$ cat src/rtl/des_pkg.sv
// Shared DES key-schedule constants and helpers.
// Tables use DES bit numbering (bit 1 = MSB). Vectors are packed [N-1:0],
// so DES bit p of an N-bit vector lives at index N-p.
package des_pkg;

  localparam int unsigned PC1 [56] = '{
    57, 49, 41, 33, 25, 17,  9,  1, 58, 50, 42, 34, 26, 18,
    10,  2, 59, 51, 43, 35, 27, 19, 11,  3, 60, 52, 44, 36,
    63, 55, 47, 39, 31, 23, 15,  7, 62, 54, 46, 38, 30, 22,
    14,  6, 61, 53, 45, 37, 29, 21, 13,  5, 28, 20, 12,  4
  };

  localparam int unsigned PC2 [48] = '{
    14, 17, 11, 24,  1,  5,  3, 28, 15,  6, 21, 10,
    23, 19, 12,  4, 26,  8, 16,  7, 27, 20, 13,  2,
    41, 52, 31, 37, 47, 55, 30, 40, 51, 45, 33, 48,
    44, 49, 39, 56, 34, 53, 46, 42, 50, 36, 29, 32
  };

  // Rotation amount for round r is at index r-1.
  localparam int unsigned SHIFTS [16] = '{1, 1, 2, 2, 2, 2, 2, 2, 1, 2, 2, 2, 2, 2, 2, 1};

  typedef enum logic [1:0] {IDLE, RUN, DONE} state_e;

  // PC-1: 64-bit key to {C0, D0}; parity bits are simply never selected.
  function automatic logic [55:0] pc1(input logic [63:0] key);
    logic [55:0] cd;
    cd = '0;
    for (int unsigned i = 0; i < 56; i++) begin
      cd[6'(55 - i)] = key[6'(64 - PC1[i])];
    end
    return cd;
  endfunction

  // Rotate one 28-bit half by 1 or 2 positions.
  function automatic logic [27:0] rot28(input logic [27:0] x, input logic left, input logic two);
    logic [27:0] r;
    if (left) r = two ? {x[25:0], x[27:26]} : {x[26:0], x[27]};
    else      r = two ? {x[1:0], x[27:2]}   : {x[0], x[27:1]};
    return r;
  endfunction

endpackage

$ cat src/rtl/des_pc2.sv
// PC-2 permutation: 56-bit {C, D} to a 48-bit round key.
// Ports: cd (input, C in [55:28], D in [27:0]), subkey (output, 48 bits).
module des_pc2
  import des_pkg::*;
(
  input  logic [55:0] cd,
  output logic [47:0] subkey
);

  always_comb begin
    subkey = '0;
    for (int unsigned i = 0; i < 48; i++) begin
      subkey[6'(47 - i)] = cd[6'(56 - PC2[i])];
    end
  end

endmodule

$ cat src/rtl/des_key_schedule_seq.sv
// Sequential DES round-key scheduler: one 48-bit subkey per valid/ready
// handshake, K16..K1 (DECRYPT=1) or K1..K16 (DECRYPT=0).
// Ports: clk, reset (async, active high), key_64 [1:64], start (sampled in
// IDLE), subkey [1:48] / subkey_valid / subkey_ready handshake, round_num
// (16 encoded as 0), busy (start accepted .. last handshake), done (1-cycle
// pulse after the final handshake).
module des_key_schedule_seq
  import des_pkg::*;
#(
  parameter bit          DECRYPT = 1'b1,
  parameter int unsigned ROUNDS  = 16
) (
  input  logic        clk,
  input  logic        reset,
  input  logic [1:64] key_64,
  input  logic        start,
  output logic [1:48] subkey,
  output logic        subkey_valid,
  input  logic        subkey_ready,
  output logic [3:0]  round_num,
  output logic        busy,
  output logic        done
);

  localparam logic [3:0] FIRST_ROUND = DECRYPT ? 4'(ROUNDS) : 4'd1;
  localparam logic [3:0] LAST_ROUND  = DECRYPT ? 4'd1 : 4'(ROUNDS);

  state_e      state_q, state_d;
  logic [27:0] c_q, d_q;
  logic [3:0]  round_q;
  logic        load, advance;
  logic [55:0] cd0;
  logic [3:0]  shift_idx;
  logic        shift_two;
  logic [47:0] pc2_out;

  assign cd0 = pc1(key_64);

  // Decrypt undoes s(r) going r -> r-1; encrypt applies s(r+1) going r -> r+1.
  // With 16 encoded as 0, both reduce to a plain 4-bit index.
  assign shift_idx = DECRYPT ? round_q - 4'd1 : round_q;
  assign shift_two = (SHIFTS[shift_idx] == 2);

  always_ff @(posedge clk or posedge reset) begin
    if (reset) state_q <= IDLE;
    else       state_q <= state_d;
  end

  always_comb begin
    state_d      = state_q;
    subkey_valid = 1'b0;
    busy         = 1'b0;
    done         = 1'b0;
    load         = 1'b0;
    advance      = 1'b0;
    case (state_q)
      IDLE: begin
        if (start) begin
          load    = 1'b1;
          state_d = RUN;
        end
      end
      RUN: begin
        subkey_valid = 1'b1;
        busy         = 1'b1;
        if (subkey_ready) begin
          advance = 1'b1;
          if (round_q == LAST_ROUND) state_d = DONE;
        end
      end
      DONE: begin
        done    = 1'b1;
        state_d = IDLE;
      end
      default: state_d = IDLE;
    endcase
  end

  // Decrypt loads C0/D0 directly: after 28 total shifts C16/D16 equal C0/D0.
  always_ff @(posedge clk or posedge reset) begin
    if (reset) begin
      c_q     <= '0;
      d_q     <= '0;
      round_q <= '0;
    end else if (load) begin
      if (DECRYPT) begin
        c_q <= cd0[55:28];
        d_q <= cd0[27:0];
      end else begin
        c_q <= rot28(cd0[55:28], 1'b1, 1'b0);
        d_q <= rot28(cd0[27:0], 1'b1, 1'b0);
      end
      round_q <= FIRST_ROUND;
    end else if (advance && round_q != LAST_ROUND) begin
      c_q     <= rot28(c_q, !DECRYPT, shift_two);
      d_q     <= rot28(d_q, !DECRYPT, shift_two);
      round_q <= DECRYPT ? round_q - 4'd1 : round_q + 4'd1;
    end
  end

  des_pc2 u_pc2 (
    .cd     ({c_q, d_q}),
    .subkey (pc2_out)
  );

  assign subkey    = pc2_out;
  assign round_num = round_q;

endmodule

$ cat config.mk
export PLATFORM = sky130hd
export DESIGN_NAME = des_key_schedule_seq
export DESIGN_NICKNAME = d
export VERILOG_FILES = /design/src/rtl/des_pkg.sv /design/src/rtl/des_pc2.sv /design/src/rtl/des_key_schedule_seq.sv
export SDC_FILE = /design/constraint.sdc
export NUM_CORES = 1
export LEC_CHECK = 0
export CORE_MARGIN = 3
export CORE_UTILIZATION = 43
export DETAILED_ROUTE_END_ITERATION = 8
export GPL_ROUTABILITY_DRIVEN = 0
export PLACE_DENSITY = 0.78
export SYNTH_ARGS = -nofsm -noshare
export SYNTH_HDL_FRONTEND = slang
export SYNTH_SLANG_ARGS = --single-unit
$ cat constraint.sdc
create_clock -name clk -period 2.1 [get_ports clk]
set_clock_uncertainty 0.1 [all_clocks]
set_input_delay 0.315 -clock clk [delete_from_list [all_inputs] [get_ports clk]]
set_output_delay 0.315 -clock clk [all_outputs]
set_load 0.005 [all_outputs]
==> results of run 1 <==
layout make-up:
cell class,count,area share [%]
timing repair buffer,139,28.4
clock buffer,13,3.00
inverter,4,0.284
multi-input combinational,263,34.8
tap,108,2.55
sequential,62,29.3
clock inverter,3,1.70
flip-flops by register name, indices dropped and copies added (netlist names):
name	cells
round_num	4
state_q	2
d_q	28
c_q	28
worst max path at each step:
stage	slack [ns]	from	endpoint	cells after the start
after floorplan	0.02	round_num[0]	c_q[19]	7
after global placement	0.0003	round_num[0]	d_q[18]	6
after detailed placement	-0.11	round_num[0]	c_q[0]	8
after CTS	-0.12	round_num[0]	c_q[13]	8
after global routing	-0.20	round_num[1]	d_q[25]	9
final	-0.13	round_num[0]	d_q[25]	7
where the power goes:
part	leakage (nW)	internal (W)	switching, W	total, W
Clock	0.124	0.000856	0.000480	0.00134
Combinational	1.32	0.00373	0.00279	0.00652
Sequential	0.776	0.00177	0.000612	0.00238
Total	2.22	0.00636	0.00388	0.0102
timing repair:
action / CTS / global route
endpoints found under the setup margin: 56 / 56
setup buffers: 0 / 5
pin swaps: 0 / 4
gates resized for setup: 5 / 14
cloned: 2 / 2
cell families after synthesis:
group / Yosys count / share of synthesized area [%]
mux: 57 / 14.7
compound gates: 68 / 13.0
simple gates: 133 / 15.7
buf+inv: 85 / 15.2
fa+ha+maj: 4 / 1.29
flops: 62 / 39.9
xor+xnor: 1 / 0.225
through the flow:
step	hold slack, ns	setup slack (ns)
after floorplan	0.359	0.0215
after detailed placement	0.442	-0.111
after global placement	0.427	0.000345
final	0.254	-0.132
after global routing	0.295	-0.202
after CTS	0.255	-0.120
tightest hold or removal path: stages:
cell	delay [ns]
clkdlybuf4s50_1	0.41
inv_2	0.07
buf_12	0.30
cell usage in the layout, fill, tap and decap left out, drive strengths merged, types with 2 or more instances in the layout:
cell type / count
and2: 2
buf: 22
bufinv: 3
clkbuf: 15
clkdlybuf4s50: 114
dfrtp: 62
ha: 4
inv: 4
mux2i: 57
nand2: 58
nand2b: 2
nand3: 60
nor2: 2
nor3: 2
o211ai: 57
o21ai: 6
layer usage:
metal	vias up	track usage, %	routed length (µm)
met1	1582	25.6	4490
met4	0	6.44	111
li1	1558	-	-
met5	-	0	0
met2	105	30.9	5010
met3	12	3.53	609
==> metrics.txt, run 1 <==
Max-Cap Viols=0; Max Root-Sink Buffers=2; share of the synthesized area in the top cell type=between 30% and 40%; # DRC=0; CP Cell Sequence=or4b_1, a21o_1, o2111ai_4, buf_6, buf_12, mux2i_2, o211ai_1; largest net degree at the start of global routing=67; Leakage Power=around 2.2 nW; Final Cycle Share=106%; initial DRC count=~150; reg-to-reg setup timing slack=-0.13 ns; peak supply drop=0.977 mV; vias per cell=between 5 and 6; CP peak stage delay=roughly 0.52 ns; # fillers=approximately 730; Slew @ Worst Pin=0.345 ns; violations in the final reports=setup timing; TritonCTS Sinks=between 60 and 70; Critical Path Source Type=flop; Placed Cells=~570; Warnings, synthesis=0; Num CTS Buffers=9; RSZ-0062 raised after global routing=true; die span in y=~100 µm; IO Count=123; initial antenna violation count=0; worst path bufs/invs=2; final core occ=between 60% and 70%; FF+latch count, synth=a little over 60; clk_lat worst skew=roughly 0.34 ns; Post-layout nets=between 500 and 600; Final Max Tran Viols=0; CTS H-tree depth=3; status=finished, violations left; final non-filler cell total=between 500 and 600; CP endpoint kind=flop; Syn Area/Cell=9.48 µm²; Hold Path Class=input pin to asynchronous set/reset pin; Total Routing Usage GR=roughly a fifth; Synth area leaders=dfrtp_1 (40%), mux2i_1 (15%), o211ai_1 (11%); n_diodes=0; largest fanout on the critical path=8; critical path class=flop to flop; Seq/Total Area, Yosys=39.9%; Crit path max-delay family=simple AND/OR/NAND/NOR gates; hpwl dp=about 6.4 mm; Hold Vio Cnt, Final=0; CP Data Required Time=between 2 and 2.5 ns; Core Region=approximately 8800 µm²; Tmin final=2.23 ns; gr ovfl total=0; WP data arrival=around 2.3 ns; number of flops mapped to enable cells by yosys=0; Starting Density=between 40% and 50%; most frequent cells after synthesis=dfrtp_1 (62), nand3_1 (60), nand2_1 (58), mux2i_1 (57), o211ai_1 (57); Fmax=around 0.45 GHz; R2R Path End=d_q[25]; mapped cell area=slightly below 4000 µm²; routed length per instance=between 15 and 20 µm; via count=between 3000 and 4000; Gate Count Post-Synth=410; FF-to-FF Start=round_num[0]; First-pass DRT Iterations=4; row count=34; Synth cell types=29; Final WS setup=-0.132 ns; final WL=~10 mm; Clock transition at path regs=0.08 ns; Placed Area=4820 µm²; Die W=101 µm; IO buf count=around 110; Critical-path top delay cell=or4b_1; Pwr Density=1930 nW/µm²; Yosys top cell by area=dfrtp_1; fin area=~5300 µm²; vias in the first global route=~3200; # hold bufs at CTS=0; Final ANT Viol Nets=0; Post-Syn Nets=482; top-count cell post-synth=dfrtp_1; layout cells sized above 1=12.2%; area added between synthesis and finish=36.1%; Synth async-reset ratio=100%; final setup TNS=-4.15 ns; CTS tree=done; first-pass GRT wire length=15.6 mm; Slew HR=77.0%; total power=slightly above 0.01 W; sequential cell area=approximately 1600 µm²; setup violators final=56; Multi-input gate area=between 1500 and 2000 µm²; Root Buffer Master=clkbuf_8; DIE AREA=roughly 10000 µm²; R2R depth=7; Primary FF master, synth=dfrtp_1
(Power assumes the default switching activity.)
==> inputs of run 2 (changes only) <==
PLACE_DENSITY = 0.75   (was 0.78)
==> run 2 against run 1 <==
  * The run still ends with setup timing left
  * Final area stayed put
  * First-iteration DRC count down 9.9%
  * Clock power fell by 3%
  * Sequential power is essentially flat
  * Die area did not move
  * Wire length is 1.4% lower
  * Register-to-register slack better by 0.08 ns
  * Flip-flop and latch count unchanged
  * Critical endpoint is now c_q[27]
  * Highest routed layer unchanged
==> metrics.txt, run 2 (synthesis results as in run 1) <==
Clk pwr share=between 10% and 20%; Slew HR=76.9%; Die W=approximately 100 µm; Post-layout nets=550; via count=around 3300; first-pass GRT wire length=between 15 and 20 mm; Power Internal=between 0.006 and 0.007 W; total power=between 0.01 and 0.015 W; CP Cell Sequence=or4b_1, a21o_1, o2111ai_4, buf_12, buf_12, mux2i_1, o211ai_1; Max-Cap Viols=0; clk_lat worst skew=between 0.3 and 0.4 ns; die span in y=101 µm; First-pass DRT Iterations=4; Final Max Tran Viols=0; status=finished, violations left; Max Root-Sink Buffers=2; largest fanout on the critical path=12; Slew @ Worst Pin=~0.35 ns; vias per cell=~5.5; Root Buffer Master=clkbuf_8; initial DRC count=about 140; final setup TNS=-1.38 ns; gr ovfl total=0; initial antenna violation count=0; CTS H-tree depth=3; row count=34; peak supply drop=roughly 0.83 mV; most common cell after layout, fill and taps aside=clkdlybuf4s50_1; Final Cycle Share=103%; CP peak stage delay=between 0.5 and 0.6 ns; CTS tree=done; Critical Path Source Type=flop; IO Count=roughly 120; Sw Share=a little under two fifths; violations in the final reports=setup timing; DIE AREA=10200 µm²; # DRC=0; # fillers=734; Clock transition at path regs=0.07 ns; n_diodes=0; RSZ-0062 raised after global routing=true; CP endpoint kind=flop; Hold Path Class=input pin to asynchronous set/reset pin; Num CTS Buffers=9; Tmin final=2.16 ns; area added between synthesis and finish=36.1%; setup violators final=50; CP Data Required Time=roughly 2.2 ns; Pwr Density=roughly 1900 nW/µm²; Final ANT Viol Nets=0; critical path class=flop to flop; most frequent cells in the layout=clkdlybuf4s50_1 (114), dfrtp_1 (60), nand3_1 (59), nand2_1 (57), o211ai_1 (57); final WL=approximately 10 mm; register share of total power=around a quarter; Critical-path top delay cell=or4b_1; TritonCTS Sinks=62; WP data arrival=2.26 ns; IO buf count=approximately 110; largest net degree at the start of global routing=between 60 and 70; Total Routing Usage GR=19.4%; CP Launch Point=round_num[0]; hpwl dp=~6.5 mm; logic gate share of total power=63.4%; pre-CTS setup slack=-0.138 ns; Final WS setup=-0.0564 ns; Placed Cells=around 570; layout cells sized above 1=roughly an eighth; routed length per instance=about 17 µm; final non-filler cell total=between 500 and 600; Core Region=roughly 8800 µm²; Leakage Power=about 2.2 nW; critical path's most frequent cell=buf_12; Net Sw Power=0.00384 W; # hold bufs at CTS=0; Fmax=roughly 0.46 GHz; Hold Vio Cnt, Final=0; FF-to-FF Start=round_num[0]; Starting Density=44.4%; vias in the first global route=around 3200
run 2: cell types whose count changed in the layout (fill, tap and decap cells not counted), moves of 2 or more:
| cell | change |
|---|---|
| buf_12 | +4 |
| buf_4 | -3 |
| clkbuf_1 | -2 |
| clkbuf_8 | -2 |
| clkinv_4 | +2 |
| mux2i_1 | +2 |
run 2: area by class of cell:
type                            instances  area [µm²]  share of cell area [%]
Clock inverter                          7         121                    2.29
Timing Repair Buffer                  138        1520                    28.7
Sequential cell                        62        1550                    29.4
Clock buffer                            9         124                    2.34
Inverter                                4        17.5                   0.331
Tap cell                              108         135                    2.55
Multi-Input combinational cell        263        1820                    34.5
run 2: path summary, 6_finish.rpt:
check	endpoint	slack (ns)	cells past startpoint
hold / removal	d_q[20]	0.27	3
hold reg to reg	c_q[3]	0.46	2
setup reg to reg	c_q[27]	-0.06	7
setup / recovery	c_q[27]	-0.06	7
max in group asynchronous	round_num[0]	1.33	3
min in group clk	c_q[7]	0.45	3
run 2: critical path: cells and delay by family, from the launching register on:
family / cells / cell delay (ns)
simple gates: 1 / 0.53
flops: 1 / 0.45
compound gates: 3 / 0.40
buf+inv: 2 / 0.33
mux: 1 / 0.20
run 2: power by group through the flow:
stage	combinational, W	sequential [W]	clock, W
6_report	0.00638	0.00238	0.00130
5_1_grt	0.00684	0.00247	0.00137
4_1_cts	0.00614	0.00236	0.00132
3_5_place_dp	0.00543	0.00238	0
3_3_place_gp	0.00530	0.00235	0
2_1_floorplan	0.00444	0.00220	0
run 2: per-layer routing:
layer / part of all wire (%) / wire [µm] / track usage [%] / up-vias
li1: - / - / - / 1557
met1: 44 / 4450 / 26.4 / 1577
met2: 48 / 4840 / 31.3 / 110
met3: 6.7 / 677 / 3.46 / 10
met4: 1.0 / 104 / 5.73 / 0
met5: 0 / 0 / 0 / -
run 2: timing repair:
action	CTS	global route
hold endpoints to repair	0	0
endpoints found under the setup margin	56	56
pin swaps	3	2
setup buffers	3	1
gates cloned	2	1
gates resized for setup	10	11
run 2: through the flow:
step | hold WS, ns | util (%) | area, µm²
3_3_place_gp | 0.430 | 55.4 | 4850
6_report | 0.272 | 60.4 | 5290
2_1_floorplan | 0.359 | - | 3890
4_1_cts | 0.281 | 59.6 | 5220
5_1_grt | 0.322 | 60.4 | 5290
3_5_place_dp | 0.443 | 55.4 | 4850
==> inputs of run 3 (changes only) <==
CORE_MARGIN = default   (was 3)
SETUP_SLACK_MARGIN = 0.5   (was default)
==> run 3 against run 2 <==
  * The run still ends with setup timing left
  * Power is 5.6% higher
  * Via count rose by 11%
  * Flip-flop and latch count did not move
  * Register-to-register slack worse by 0.07 ns
  * Sequential power fell by 8%
  * Setup slack worse by 0.074 ns
  * Core utilization up 4.7 points
  * Largest cell class is now non-clock buffers
  * Largest power group unchanged
==> metrics.txt, run 3 (synthesis results as in run 1) <==
Slew @ Worst Pin=around 0.50 ns; Total Routing Usage GR=21.6%; TritonCTS Sinks=between 60 and 70; CP Data Required Time=~2.2 ns; hpwl dp=approximately 6.6 mm; Final Max Tran Viols=0; n_diodes=0; IO buf count=about 110; worst path bufs/invs=3; Num CTS Buffers=9; Final WS setup=-0.131 ns; fin area=~5700 µm²; die span in y=approximately 97 µm; largest net degree at the start of global routing=between 40 and 50; vias per cell=~5.6; layout cells sized above 1=roughly 23%; IO Count=approximately 120; CP endpoint kind=flop; gr ovfl total=0; area added between synthesis and finish=46.1%; Placed Area=a little under 5000 µm²; CP Cell Sequence=inv_2, ha_2, nor3b_2, o211ai_1, o2111ai_4, buf_12, buf_12, mux2i_1, o211ai_1; # hold bufs at CTS=0; RSZ-0062 raised after global routing=true; Max-Cap Viols=0; via count=roughly 3600; Max Root-Sink Buffers=2; initial DRC count=150; peak supply drop=about 1.1 mV; Fmax=between 0.4 and 0.5 GHz; DIE AREA=between 9000 and 10000 µm²; Placed Cells=~570; routed length per instance=around 17 µm; clk_lat worst skew=0.33 ns; first-pass GRT wire length=between 15 and 20 mm; Critical Path Source Type=flop; Hold WS=between 0.2 and 0.3 ns; Hold Vio Cnt, Final=0; final WL=11.1 mm; Final Cycle Share=106%; # DRC=0; Pwr Density=around 1900 nW/µm²; Post-layout nets=approximately 600; most frequent cells in the layout=nand3_1 (59), clkdlybuf4s50_1 (59), dfrtp_1 (58), nand2_1 (57), o211ai_1 (57); Core Region=roughly 8700 µm²; # fillers=around 730; CP peak stage delay=just over 0.4 ns; Final ANT Viol Nets=0; Leakage Power=roughly 2.7 nW; largest fanout on the critical path=9; WP data arrival=between 2 and 2.5 ns; status=finished, violations left; Tmin final=about 2.2 ns; critical path class=flop to flop; CTS H-tree depth=3; Crit path max-delay family=compound AO/OA/AOI/OAI gates; Starting Density=between 40% and 50%; First-pass DRT Iterations=4; violations in the final reports=setup timing; vias in the first global route=3423; Hold Path Class=input pin to asynchronous set/reset pin; setup violators final=56; Die W=~97 µm; reg-to-reg setup timing slack=-0.13 ns; CTS tree=done; final non-filler cell total=647; Root Buffer Master=clkbuf_8; final setup TNS=-4.66 ns; Slew HR=66.4%; Clock transition at path regs=roughly 0.070 ns; row count=34; Critical-path top delay cell=dfrtp_1; initial antenna violation count=0
==> run 3: worst paths after layout <==
| path | startpoint | end | cells past startpoint |
|---|---|---|---|
| worst max-delay path | round_num[1] | c_q[17] | 9 |
| worst min-delay path | reset | d_q[13] | 2 |
| worst max register to register | round_num[1] | c_q[17] | 9 |
| worst min register to register | c_q[3] | c_q[3] | 2 |
| max in group asynchronous | reset | d_q[1] | 3 |
| min in group clk | c_q[3] | c_q[3] | 2 |
==> run 3: power by group <==
group	total (W)	internal (W)	switching (W)
clock network	0.00108	0.000608	0.000473
logic	0.00735	0.00408	0.00327
registers	0.00219	0.00178	0.000411
total	0.0106	0.00647	0.00415
==> run 3: what timing repair did <==
item / CTS / global route
resized for setup: 69 / 29
setup endpoints to repair: 112 / 70
cloned: 0 / 6
setup buffers: 49 / 7
pin swaps: 1 / 6
==> run 3: metrics by stage <==
step	worst slack, ns	util [%]	power [W]
floorplan	0.0472	-	0.00666
global placement	-0.0252	55.8	0.00758
detailed placement	-0.0802	55.8	0.00777
CTS	-0.0599	62.1	0.00929
global route	-0.241	65.1	0.0112
finish	-0.131	65.1	0.0106
==> run 3: final cells by class <==
cell class	count	area (µm²)	share of cell area (%)
Clock inverter	4	45.0	0.793
Inverter	4	21.3	0.375
Sequential cell	62	1560	27.4
Multi-Input combinational cell	263	1830	32.2
Timing Repair Buffer	194	1930	34.1
Tap cell	108	135	2.38
Clock buffer	12	155	2.73
==> run 3: layer usage <==
metal	global-route usage, %	wire length (µm)
met2	37.1	5570
met5	0	0
met1	26.5	4600
met4	5.74	184
met3	6.33	787
